<file path="src/rtl/serial_add_ctrl_pkg.sv">
// Shared types and helpers for the bit-serial adder sequencer.
package serial_add_ctrl_pkg;

  // Sequencer states; encoding 2'd3 is unused and recovers to IDLE.
  typedef enum logic [1:0] {
    IDLE  = 2'd0,
    SHIFT = 2'd1,
    DONE  = 2'd2
  } state_t;

  localparam int WIDTH_DEF = 8;

  // Ceiling log2, used to size the bit counter.
  function automatic int clog2(input int v);
    int r;
    r = 0;
    while ((1 << r) < v) r = r + 1;
    return r;
  endfunction

endpackage

</file>
<file path="src/rtl/serial_add_ctrl_if.sv">
// Requester-side start/done handshake and result bus for serial_add_ctrl.
interface serial_add_ctrl_if #(
  parameter int WIDTH = 8
);
  logic             start;
  logic [WIDTH-1:0] a;
  logic [WIDTH-1:0] b;
  logic             cin;
  logic             busy;
  logic             done;
  logic [WIDTH-1:0] sum;
  logic             cout;
  logic             ovf;

  modport master (
    output start, a, b, cin,
    input  busy, done, sum, cout, ovf
  );

  modport slave (
    input  start, a, b, cin,
    output busy, done, sum, cout, ovf
  );
endinterface

</file>
<file path="src/rtl/serial_add_ctrl_fulladd.sv">
// The single 1-bit full-adder cell shared by every bit of the serial add.
module fulladd (
  input  logic a,
  input  logic b,
  input  logic Cin,
  output logic Sum,
  output logic Carry
);
  assign Sum   = a ^ b ^ Cin;
  assign Carry = (a & b) | (Cin & (a ^ b));
endmodule

</file>
<file path="src/rtl/serial_add_ctrl.sv">
// Bit-serial adder sequencer: one full-adder cell, LSB first, one bit per clk.
module serial_add_ctrl
  import serial_add_ctrl_pkg::*;
#(
  parameter int WIDTH = WIDTH_DEF
) (
  input  logic               clk,
  input  logic               rst,
  serial_add_ctrl_if.slave   bus
);

  localparam int              CW   = clog2(WIDTH);
  localparam logic [CW-1:0]   LAST = CW'(WIDTH - 1);

  state_t           state;
  logic [WIDTH-1:0] a_sr, b_sr;
  logic [WIDTH-2:0] psum;
  logic             carry_q;
  logic [CW-1:0]    cnt;
  logic             busy_q, done_q, cout_q, ovf_q;
  logic [WIDTH-1:0] sum_q;

  logic             cell_sum, cell_carry;
  logic [WIDTH-1:0] psum_nx;

  fulladd u_fa (
    .a     (a_sr[0]),
    .b     (b_sr[0]),
    .Cin   (carry_q),
    .Sum   (cell_sum),
    .Carry (cell_carry)
  );

  // New sum bit enters at the top; after WIDTH shifts this is the full result.
  assign psum_nx = {cell_sum, psum};

  // Sequencer: capture on start, shift WIDTH bits, publish result with done.
  always_ff @(posedge clk) begin
    if (rst) begin
      state   <= IDLE;
      a_sr    <= '0;
      b_sr    <= '0;
      psum    <= '0;
      carry_q <= 1'b0;
      cnt     <= '0;
      busy_q  <= 1'b0;
      done_q  <= 1'b0;
      sum_q   <= '0;
      cout_q  <= 1'b0;
      ovf_q   <= 1'b0;
    end else begin
      done_q <= 1'b0;
      case (state)
        // DONE accepts a new start exactly like IDLE (back-to-back ops).
        IDLE, DONE: begin
          if (bus.start) begin
            a_sr    <= bus.a;
            b_sr    <= bus.b;
            carry_q <= bus.cin;
            cnt     <= '0;
            state   <= SHIFT;
            busy_q  <= 1'b1;
          end else begin
            state  <= IDLE;
            busy_q <= 1'b0;
          end
        end
        SHIFT: begin
          a_sr    <= a_sr >> 1;
          b_sr    <= b_sr >> 1;
          psum    <= psum_nx[WIDTH-1:1];
          carry_q <= cell_carry;
          cnt     <= cnt + 1'b1;
          if (cnt == LAST) begin
            // carry_q here is the carry into the MSB.
            sum_q  <= psum_nx;
            cout_q <= cell_carry;
            ovf_q  <= carry_q ^ cell_carry;
            state  <= DONE;
            busy_q <= 1'b0;
            done_q <= 1'b1;
          end
        end
        default: begin
          state  <= IDLE;
          busy_q <= 1'b0;
        end
      endcase
    end
  end

  assign bus.busy = busy_q;
  assign bus.done = done_q;
  assign bus.sum  = sum_q;
  assign bus.cout = cout_q;
  assign bus.ovf  = ovf_q;

endmodule

</file>
<file path="src/flat_wrapper.sv">
// flat-port wrapper written by rule: the top's interface ports become plain ports
module serial_add_ctrl_flat import serial_add_ctrl_pkg::*;
#(
  parameter int WIDTH = WIDTH_DEF
)
  (clk, rst, bus_start, bus_a, bus_b, bus_cin, bus_busy, bus_done, bus_sum, bus_cout, bus_ovf);
  serial_add_ctrl_if #(.WIDTH(WIDTH)) bus_i ();
  input  logic clk;
  input  logic rst;
  input wire logic [$bits(bus_i.start)-1:0] bus_start;
  input wire logic [$bits(bus_i.a)-1:0] bus_a;
  input wire logic [$bits(bus_i.b)-1:0] bus_b;
  input wire logic [$bits(bus_i.cin)-1:0] bus_cin;
  output wire logic [$bits(bus_i.busy)-1:0] bus_busy;
  output wire logic [$bits(bus_i.done)-1:0] bus_done;
  output wire logic [$bits(bus_i.sum)-1:0] bus_sum;
  output wire logic [$bits(bus_i.cout)-1:0] bus_cout;
  output wire logic [$bits(bus_i.ovf)-1:0] bus_ovf;
  assign bus_i.start = bus_start;
  assign bus_i.a = bus_a;
  assign bus_i.b = bus_b;
  assign bus_i.cin = bus_cin;
  assign bus_busy = bus_i.busy;
  assign bus_done = bus_i.done;
  assign bus_sum = bus_i.sum;
  assign bus_cout = bus_i.cout;
  assign bus_ovf = bus_i.ovf;
  serial_add_ctrl #(.WIDTH(WIDTH)) u_core (.clk(clk), .rst(rst), .bus(bus_i));
endmodule
</file>
<file path="config.mk">
export PLATFORM = sky130hd
export DESIGN_NAME = serial_add_ctrl_flat
export DESIGN_NICKNAME = d
export VERILOG_FILES = /design/src/rtl/serial_add_ctrl_pkg.sv /design/src/rtl/serial_add_ctrl_if.sv /design/src/rtl/serial_add_ctrl_fulladd.sv /design/src/rtl/serial_add_ctrl.sv /design/src/flat_wrapper.sv
export SDC_FILE = /design/constraint.sdc
export NUM_CORES = 1
export LEC_CHECK = 0
export CAP_MARGIN = 15
export CORE_ASPECT_RATIO = 0.6
export CORE_UTILIZATION = 50
export CTS_BUF_LIST = sky130_fd_sc_hd__clkbuf_8 sky130_fd_sc_hd__clkbuf_16
export CTS_CLUSTER_SIZE = 8
export DETAILED_ROUTE_END_ITERATION = 10
export DONT_BUFFER_PORTS = 1
export PLACE_DENSITY = 0.66
export SLEW_MARGIN = 40
export SYNTH_ARGS = -nofsm -noshare
export SYNTH_HDL_FRONTEND = slang
export SYNTH_SLANG_ARGS = --single-unit
</file>
<file path="constraint.sdc">
create_clock -name clk -period 1.5 [get_ports clk]
set_input_delay 0.075 -clock clk [delete_from_list [all_inputs] [get_ports clk]]
set_output_delay 0.075 -clock clk [all_outputs]
set_load 0.02 [all_outputs]
</file>
==> impl_metrics.json, run 1 <==
{
  "status": "completed",
  "synth_area_per_cell_um2": 9.25,
  "swShare_pct": 24.7,
  "dp_hpwl_mm": 2.15,
  "dieHeight_um": 46.7,
  "drt-total-wl_mm": 3.25,
  "worstSkewPairLatency_ns": 0.28,
  "synth_common_cells": "40 x dfxtp_1, 36 x nand2_1, 21 x a21oi_1, 21 x nor3_2, 15 x o22ai_1",
  "critPathSlowestCell": "dfxtp_1",
  "clk_pin_slew_ns": 0.08,
  "worst_slew_pin_slew_ns": 0.260,
  "final.setup.tns_ns": 0,
  "dieWidth_um": 76.5,
  "hold_path_end": "u_core.a_sr[2]",
  "grt_pass1_vias": 1120,
  "boundaryPins": 32,
  "dr.first_iter.drc_count": 56,
  "worstHoldPathCells": 2,
  "async_flop_share_pct": 0,
  "crit_arrival_ns": 1.55,
  "globalplace.congestion": 0.700,
  "antenna_found_initial": 0,
  "worst_r2r_path_depth": 5,
  "path_class": "reg2reg",
  "synth_edf_count": 0,
  "synthFlopType": "dfxtp_1",
  "ys.warnings.count": 0,
  "drc": 0,
  "synth.distinct_cells": 22,
  "final_nets": 208,
  "grt_usage_pct": 19.9,
  "fp.coreArea_um2": 3020,
  "synth-seq-area-share_pct": 48.1,
  "netlist_top_cells_area": "dfxtp_1 48%, nor3_2 13%, nand2_1 8.1%",
  "r2r_slack_ns": 0.15,
  "peakVddDrop_mv": 0.582,
  "fin_skew_ns": 0.00928,
  "syn_nets": 203,
  "slowest_delay_ns": 0.35,
  "via_per_inst": 5.51,
  "diodes": 0,
  "dpl_cell_area_um2": 1660,
  "p_sw_mw": 0.566,
  "cts_max_path_buffers": 2,
  "hold_viol": 0,
  "h-tree-depth": 2,
  "syn-instance-count": 180,
  "slew_violations": 0,
  "rsz0062_at_grt": "no",
  "power_leakage_nw": 0.649,
  "cp_top_family": "simple AND/OR/NAND/NOR gates",
  "p_clk_share_pct": 37.0,
  "seq_power_share_pct": 50.4,
  "timing.final.crit_share_pct": 89.9,
  "p_per_area_nw_per_um2": 1250,
  "fp-row-count": 15,
  "initial_core_util_pct": 55.1,
  "min_path_type": "in2reg",
  "gr-total-overflow": 0,
  "critical_path.cell_chain": "ha_1 -> ha_1 -> and3b_2 -> nor2_1 -> a211oi_1",
  "max_clock_freq_ghz": 0.741,
  "post_drt_wl_per_cell_um": 14.2,
  "cp.required_ns": 1.71,
  "final_antenna_net_count": 0,
  "min-delay-start": "bus_a[2]",
  "clock-sinks": 40,
  "r2r-start": "u_core.cnt[0]",
  "yosysMostFrequentCell": "dfxtp_1",
  "cts-buffers-inserted": 5,
  "syn_area_um2": 1670,
  "fill_cells": 270,
  "fin_util_pct": 60.8,
  "cp_common_cell": "ha_1",
  "combinationalPowerShare_pct": 12.6,
  "dieArea_um2": 3570,
  "grt_pass1_wl_mm": 5.26,
  "slew-limit-headroom_pct": 82.7,
  "p_int_mw": 1.73,
  "r2r-end": "u_core.bus.ovf",
  "grt_max_degree": 41,
  "design_area_um2": 1840,
  "portBuffers": 0,
  "num_vias": 1257,
  "cp-start-kind": "flip-flop",
  "cp-end-kind": "flip-flop",
  "period_minus_slack_ns": 1.35,
  "setup_viol": 0,
  "drt-pass1-iter-count": 4,
  "tritoncts": "built",
  "crit_buf_inv": 0,
  "ys_seq_elements": 40,
  "cts_root_buf": "clkbuf_8",
  "drive_gt1_share_pct": 21.0,
  "yosysTopAreaCellShare_pct": 48.1,
  "yosysTopAreaCell": "dfxtp_1",
  "drv_cap": 0,
  "cp_max_fo": 11,
  "area.growth.synth_to_final_pct": 10.3
}
==> cell usage in the layout, fill, tap and decap left out <==
master / instances
dfxtp_1: 40
dlygate4sd3_1: 4
o22ai_1: 15
nor2b_1: 1
ha_1: 2
and3b_2: 1
o21a_1: 1
nor3_2: 21
nor3_1: 9
nand2b_1: 3
nand3b_1: 1
inv_1: 1
a21oi_1: 21
clkinv_2: 1
nand2_1: 36
buf_4: 9
buf_12: 1
nand3_1: 5
a211oi_1: 1
clkbuf_8: 5
bufinv_16: 1
and2b_1: 1
fa_1: 1
nor2_1: 4
xnor2_1: 1
==> worst max path at each step <==
stage               depth (start not counted)     startpoint         endpoint  slack [ns]
CTS                                         5  u_core.cnt[0]   u_core.bus.ovf        0.03
finish                                      5  u_core.cnt[0]   u_core.bus.ovf        0.15
detailed placement                          5  u_core.cnt[0]   u_core.bus.ovf        0.04
global placement                            5  u_core.cnt[0]   u_core.bus.ovf        0.14
floorplan                                   6  u_core.cnt[0]  u_core.bus.cout        0.19
global route                                5  u_core.cnt[0]   u_core.bus.ovf        0.01
==> layer usage <==
metal	vias to the layer above	GRT usage [%]	wire (µm)
li1	628	-	-
met1	596	24.2	1570
met2	29	33.3	1470
met3	4	7.13	177
met4	0	8.08	34
met5	-	0	0
==> state kept, by name, indices dropped and copies added, names as in the netlist <==
name             flops
u_core.bus.sum       8
u_core.bus.done      1
u_core.b_sr          8
u_core.bus.ovf       1
u_core.psum          7
u_core.carry_q       1
u_core.cnt           3
u_core.bus.cout      1
u_core.a_sr          8
u_core.state         2
==> cells by family after synthesis <==
kind of cell	Yosys count	synth area share, %
compound gates	38	12.8
simple gates	82	28.8
buf+inv	16	7.06
xor+xnor	1	0.526
fa+ha+maj	3	2.70
flops	40	48.1
==> cell type report <==
type | instances | area, µm² | share of cell area (%)
flip-flops and latches | 40 | 801 | 43.6
clock buffers | 5 | 68.8 | 3.75
multi-input cells | 124 | 748 | 40.7
repair buffers | 14 | 128 | 6.95
clock inverters | 3 | 38.8 | 2.11
well taps | 42 | 52.6 | 2.86
==> power groups by stage <==
stage / Combinational (mW) / Clock (mW) / Sequential (mW)
2_1_floorplan: 0.242 / 0 / 1.17
3_3_place_gp: 0.246 / 0 / 1.18
3_5_place_dp: 0.257 / 0 / 1.18
4_1_cts: 0.290 / 0.859 / 1.16
5_1_grt: 0.320 / 0.914 / 1.16
6_report: 0.289 / 0.850 / 1.16
==> stage by stage <==
stage	worst slack, ns	hold slack (ns)	instances	power [mW]
6_report	0.151	0.00616	228	2.30
5_1_grt	0.0106	0.00246	228	2.40
3_5_place_dp	0.0433	0.150	214	1.44
4_1_cts	0.0315	0.00714	227	2.31
2_1_floorplan	0.193	0.211	180	1.42
3_3_place_gp	0.141	0.150	214	1.42
==> repair_timing <==
action                                 CTS  global route
endpoints found under the hold margin   40             0
setup endpoints to repair                0             6
buffers inserted                         0             1
hold buffers                             5             0
gates resized for setup                  0             1
Power figures use the tool's default switching activity.
==> inputs of run 2 (changes only) <==
==> constraint.sdc (replaced) <==
create_clock -name clk -period 1.5 [get_ports clk]
set_input_delay 0.225 -clock clk [delete_from_list [all_inputs] [get_ports clk]]
set_output_delay 0.225 -clock clk [all_outputs]
set_load 0.02 [all_outputs]
==> run 2 against run 1 <==
Design area down 1.9%. Sequential power about the same. Clock-buffer cell count unchanged. Total power down 0.65%. Critical path type unchanged. Largest power group unchanged.
==> impl_metrics.json, run 2 (same netlist as run 1, synthesis figures left out) <==
{
  "dp_hpwl_mm": 2.15,
  "crit_arrival_ns": 1.56,
  "layout_commonest_cell": "dfxtp_1",
  "portBuffers": 0,
  "slew-limit-headroom_pct": 70.3,
  "cp-start-kind": "flip-flop",
  "dpl_cell_area_um2": 1660,
  "power_mw": 2.28,
  "layout_common_cells": "40 x dfxtp_1, 36 x nand2_1, 21 x nor3_2, 21 x a21oi_1, 15 x o22ai_1",
  "h-tree-depth": 2,
  "fp-row-count": 15,
  "area.growth.synth_to_final_pct": 8.19,
  "final_nets": 206,
  "drt-pass1-iter-count": 4,
  "swShare_pct": 24.5,
  "cts_root_buf": "clkbuf_8",
  "cts-buffers-inserted": 5,
  "diodes": 0,
  "tritoncts": "built",
  "p_clk_share_pct": 37.1,
  "design_area_um2": 1800,
  "num_vias": 1253,
  "status": "completed",
  "peakVddDrop_mv": 0.581,
  "drive_gt1_share_pct": 21.2,
  "slew_violations": 0,
  "timing.final.crit_share_pct": 90.0,
  "rsz0062_at_grt": "no",
  "final.setup.tns_ns": 0,
  "critical_path.cell_chain": "ha_1 -> ha_1 -> and3b_2 -> nor2_1 -> a211oi_1",
  "hold_viol": 0,
  "cp_common_cell": "ha_1",
  "hold_ws_ns": 0.00795,
  "path_class": "reg2reg",
  "cp_max_fo": 11,
  "via_per_inst": 5.54,
  "p_int_mw": 1.72,
  "p_per_area_nw_per_um2": 1270,
  "max_clock_freq_ghz": 0.741,
  "critPathSlowestCell": "dfxtp_1",
  "slowest_delay_ns": 0.35,
  "gr-total-overflow": 0,
  "p_sw_mw": 0.559,
  "drc": 0,
  "cp-end-kind": "flip-flop",
  "fin_skew_ns": 0.0104,
  "drt-total-wl_mm": 3.37,
  "fp.coreArea_um2": 3020,
  "cp.required_ns": 1.71,
  "seq_power_share_pct": 50.7,
  "min_path_type": "in2reg",
  "cts_max_path_buffers": 2,
  "dieWidth_um": 76.5,
  "worstSkewPairLatency_ns": 0.28,
  "worst_slew_pin_slew_ns": 0.445,
  "dieArea_um2": 3570,
  "initial_core_util_pct": 55.1,
  "power_leakage_nw": 0.636,
  "clk_pin_slew_ns": 0.08,
  "dieHeight_um": 46.7,
  "clock-sinks": 40,
  "dr.first_iter.drc_count": 55,
  "grt_pass1_vias": 1098,
  "boundaryPins": 32,
  "antenna_found_initial": 0,
  "drv_cap": 0,
  "post_drt_wl_per_cell_um": 14.9,
  "period_minus_slack_ns": 1.35,
  "grt_pass1_wl_mm": 5.36,
  "final_antenna_net_count": 0,
  "globalplace.congestion": 0.700,
  "grt_usage_pct": 20.4,
  "grt_max_degree": 22,
  "setup_viol": 0,
  "combinationalPowerShare_pct": 12.2
}
run 2: path summary, 6_finish.rpt:
path	from	slack [ns]	end	depth (start not counted)
setup / recovery	u_core.cnt[0]	0.15	u_core.bus.ovf	5
hold / removal	rst	0.008	u_core.bus.ovf	1
setup reg to reg	u_core.cnt[0]	0.15	u_core.bus.ovf	5
hold reg to reg	u_core.psum[0]	0.46	u_core.psum[0]	2
run 2: layout make-up:
class	instances	area, µm²
clock buffer	5	68.8
clock inverter	3	38.8
sequential	40	801
timing repair buffer	12	92.6
fill	274	1220
tap	42	52.6
multi-input combinational	124	748
run 2: worst max-delay path: cells and delay by family, from the launching register on:
| family | cells | cell delay, ns |
|---|---|---|
| AO/OA/AOI/OAI | 1 | 0.20 |
| adder cells (fa/ha/maj) | 2 | 0.32 |
| flip-flops | 1 | 0.35 |
| AND/OR/NAND/NOR | 2 | 0.39 |
run 2: power groups by stage:
stage | Combinational, mW | Sequential, mW | Clock, mW
after global routing | 0.309 | 1.16 | 0.912
after floorplan | 0.242 | 1.17 | 0
after CTS | 0.275 | 1.16 | 0.859
final | 0.278 | 1.16 | 0.847
after global placement | 0.246 | 1.18 | 0
after detailed placement | 0.257 | 1.18 | 0
run 2: layer usage:
layer	vias to the layer above	routed length [µm]	global-route usage [%]
met2	30	1530	32.6
li1	625	-	-
met4	0	32	8.08
met5	-	0	0
met3	4	201	7.13
met1	594	1610	26.1
run 2: repair_timing:
item                                    CTS  global route
resized for setup                         0             1
hold buffers                              2             1
buffers inserted                          0             1
hold endpoints to repair                 21             6
endpoints found under the setup margin    0             6
run 2: per-stage QoR:
step / util [%] / worst slack, ns / instances
global placement: 54.9 / 0.141 / 214
floorplan: - / 0.193 / 180
global route: 59.6 / 0.0106 / 226
finish: 59.6 / 0.150 / 226
detailed placement: 54.9 / 0.0433 / 214
CTS: 59.2 / 0.0314 / 224
